File: src/rtl/pla_misr.sv
// Galois-style multiple-input signature register, one bit per cycle.
// load has priority over en; reset reloads the seed.
module pla_misr #(
  parameter int              SIG_W    = 16,
  parameter logic [SIG_W-1:0] SIG_POLY = 16'hB400
) (
  input  logic             clk,
  input  logic             rst,
  input  logic             load,
  input  logic [SIG_W-1:0] seed,
  input  logic             en,
  input  logic             din,
  output logic [SIG_W-1:0] sig
);

  logic [SIG_W-1:0] nxt;

  always_comb begin
    nxt = sig >> 1;
    if (sig[0] ^ din)
      nxt = nxt ^ SIG_POLY;
  end

  always_ff @(posedge clk) begin
    if (rst || load)
      sig <= seed;
    else if (en)
      sig <= nxt;
  end

endmodule

File: config.mk
export PLATFORM = sky130hd
export DESIGN_NAME = pla_misr
export DESIGN_NICKNAME = d
export VERILOG_FILES = /design/src/rtl/pla_misr.sv
export SDC_FILE = /design/constraint.sdc
export NUM_CORES = 1
export LEC_CHECK = 0
export BUFFER_PORTS_ARGS = -buffer_cell sky130_fd_sc_hd__buf_4
export CELL_PAD_IN_SITES_DETAIL_PLACEMENT = 1
export CELL_PAD_IN_SITES_GLOBAL_PLACEMENT = 2
export CORE_MARGIN = 2
export CORE_UTILIZATION = 30
export CTS_CLUSTER_SIZE = 24
export DETAILED_ROUTE_END_ITERATION = 16
export HOLD_SLACK_MARGIN = 0.12
export PLACE_DENSITY_LB_ADDON = 0.1
export SYNTH_ARGS = -nofsm -noshare
export SYNTH_HDL_FRONTEND = slang
export SYNTH_SLANG_ARGS = --single-unit
File: constraint.sdc
create_clock -name clk -period 1.74 [get_ports clk]
set_clock_uncertainty 0.1 [all_clocks]
set_input_delay 0.087 -clock clk [delete_from_list [all_inputs] [get_ports clk]]
set_output_delay 0.087 -clock clk [all_outputs]
set_load 0.01 [all_outputs]
==> key figures <==
Yosys
  – Synthesized cell area: 756 um2
  – Distinct cells, synth: 10
  – Sequential fraction of the synthesis area: 63.6%
  – Avg Synthesized Cell Area: 17.2 um2
  – Flip-flop and latch count after synthesis: 16
  – Post-synthesis cell count: 44
  – Yosys synthesis warning count: 0
  – Synthesized Nets: 65

Timing
  – Setup repair after global routing missed its margin: false
  – Hold Violations, Final: 0
  – Max-Slew Margin vs Limit: 57.6%
  – Min cycle time layout: 1.56 ns
  – Slew of the pin with the lowest slew margin: 0.636 ns
  – Period utilization: 89.6%
  – Number of max-slew violations in the final report: 0
  – Setup TNS: 0 ns
  – Endpoints failing setup: 0
  – Hold Slack: 0.174 ns
  – Max Fclk: 0.641 GHz

Cells and area
  – Area growth from synthesis to final layout: 70.7%
  – Fillers: 263
  – Most frequent cells in the layout: buf_4, dlygate4sd3_1, edfxtp_1
  – Leading cell type in the layout, fill and taps excluded: buf_4
  – Count of inserted antenna diode cells: 0
  – Most flop-heavy register: sig
  – Final design utilization: 53.0%
  – Flip-flop count of the largest register after layout: 16
  – # nets final: 126
  – Non-Filler Cell Area, Final: 0.00129 mm2
  – Largest regs: sig x16
  – Fraction of final layout cells with drive strength greater than 1: 51.0%

Setup path
  – Startpoint of the worst register-to-register path: sig[0]$_DFFE_PP_
  – Arrival time at the worst endpoint: 1.49 ns
  – Number of cells on the worst reg-to-reg path: 2
  – Cell family contributing the most delay on the critical path: buffers and inverters
  – Critical-path cell list: dlygate4sd3_1 > buf_4 > o21ai_0 > dlygate4sd3_1 > o21ai_0
  – Crit path buf inv count: 3
  – Longest individual stage delay on the worst path: 0.57 ns
  – Register-to-register setup slack: 0.50 ns
  – Max Fanout on Critical Path: 1
  – Kind of end point of the critical path: register
  – Kind of critical path: primary input to register
  – Nature of the critical path startpoint: primary input
  – Required time of the worst setup path: 1.67 ns
  – R2r endpoint: sig[13]$_DFFE_PP_
  – Master of the slowest instance on the critical path: dlygate4sd3_1

Route
  – Total DRC errors in the routed layout: 0
  – Sum of routed wire segments on met1: 737 um
  – Met2 layer wire length in the routed design: 865 um
  – Number of DRC violations after detailed-routing iteration 0: 2
  – Per-cell via count in the routed design: 4.50
  – Remaining number of nets flagged by the antenna check after routing: 0
  – DR WL/cell: 12.6 um
  – Highest routed metal layer: met3
  – Met3 wire len: 83 um
  – Sum of routed wire length over all layers: 1690 um
  – TritonRoute pass-1 iters: 4
  – Vias post-DR: 603

Power
  – Leak Pwr: 0.551 nW
  – Power per cell area: 715 mW/mm2
  – Peak supply drop: 520 uV

Global routing
  – Pin count of the biggest net entering global routing: 17
  – Initial antenna violation count: 0
  – Vias in the first global route: 587
  – Overflow left after global routing: 0
  – GRT Overall Usage: 13.2%
  – First-pass GRT wire length: 2680 um

Floorplan
  – Standard cell core area: 0.00243 mm2
  – Width of the die: 54.2 um
  – Die area: 0.00294 mm2
  – Initial Util: 31.1%
  – Floorplan row count: 18
  – I/O pin count: 37
  – Chip Height: 54.2 um

Clock network
  – Number of H-tree branching levels: 1
  – Number of instances resized during post-cts repair: 0
  – Number of clock buffers inserted by TritonCTS: 3
  – Maximum count of clock buffers along a single path: 2
  – Post-CTS Setup Inserts: 0
  – Sink Count: 16
  – Insertion delay to the later sink of the worst-skew pair: 0.28 ns
  – Root buffer cell: clkbuf_4
  – Hold-fix buffer count after cts: 20
  – Reg clk slew, reported paths: 0.09 ns
  – TritonCTS clock tree: built

Place
  – Number of buffers added on ports: 36
  – Instance area at placement: 0.00106 mm2
  – DP HPWL: 1140 um
  – RD Place Congestion: 0.711

Worst hold path
  – Hold Crit Class: primary input to register
  – Count of cells along the worst hold path: 3
  – Launch instance of the worst min-delay path: din
  – Worst-case hold path end point: sig[15]$_DFFE_PP_

Status
  – Outcome: finished, final reports clean

Flow run
  – Number of max-cap violations: 0
==> synth_stat cells <==
| library cell | n | area share, % |
|---|---|---|
| mux2_2 | 12 | 18 |
| xnor3_1 | 3 | 8.9 |
| o21ai_1 | 1 | 0.66 |
| xnor2_1 | 1 | 1.2 |
| or3_1 | 1 | 0.83 |
| o21ai_0 | 7 | 4.6 |
| edfxtp_1 | 16 | 64 |
| or2_2 | 1 | 0.83 |
| buf_4 | 1 | 0.99 |
| nor2_1 | 1 | 0.50 |
==> layout make-up <==
| class | count | area [um2] | area share, % |
|---|---|---|---|
| sequential | 16 | 480 | 37.2 |
| timing repair buffer | 57 | 478 | 37.1 |
| multi-input combinational | 27 | 268 | 20.8 |
| tap | 30 | 37.5 | 2.91 |
| clock buffer | 3 | 22.5 | 1.75 |
| clock inverter | 1 | 3.75 | 0.291 |
==> per-stage QoR <==
step	power [mW]	std cells	setup WS (ns)
finish	0.923	134	0.180
detailed placement	0.709	110	0.395
CTS	0.933	134	0.207
global route	0.975	134	0.106
floorplan	0.595	44	0.537
global placement	0.710	110	0.393
==> kinds of logic after synthesis <==
logic type             after synthesis  share of synthesized area, %
buffers and inverters                1                         0.994
AO/OA/AOI/OAI                        8                          5.30
flip-flops                          16                          63.6
multiplexers                        12                          17.9
XOR/XNOR                             4                          10.1
AND/OR/NAND/NOR                      3                          2.15
==> per-layer routing <==
layer,vias to the layer above,GRT usage [%]
li1,290,-
met5,-,0
met3,0,4.17
met1,291,17.2
met2,22,21.7
met4,0,2.50
==> power by group <==
group | switching [mW] | total, mW | leakage [nW] | internal, mW
logic | 0.0776 | 0.237 | 0.368 | 0.159
clock network | 0.105 | 0.188 | 0.0154 | 0.0831
registers | 0.0243 | 0.497 | 0.167 | 0.473
total | 0.207 | 0.923 | 0.551 | 0.716
==> worst max-delay path by stage <==
stage | start | end | cells past startpoint
2_1_floorplan | sig[11]$_DFFE_PP_ | sig[10]$_DFFE_PP_ | 2
3_3_place_gp | load | sig[3]$_DFFE_PP_ | 2
3_5_place_dp | load | sig[3]$_DFFE_PP_ | 2
4_1_cts | seed[15] | sig[15]$_DFFE_PP_ | 5
5_1_grt | seed[15] | sig[15]$_DFFE_PP_ | 5
6_report | seed[15] | sig[15]$_DFFE_PP_ | 5
==> tightest hold or removal path, cell delays in order <==
cell,delay (ns)
buf_4,0.12
xnor2_1,0.08
o21ai_0,0.15
Power figures use the tool's default switching activity.
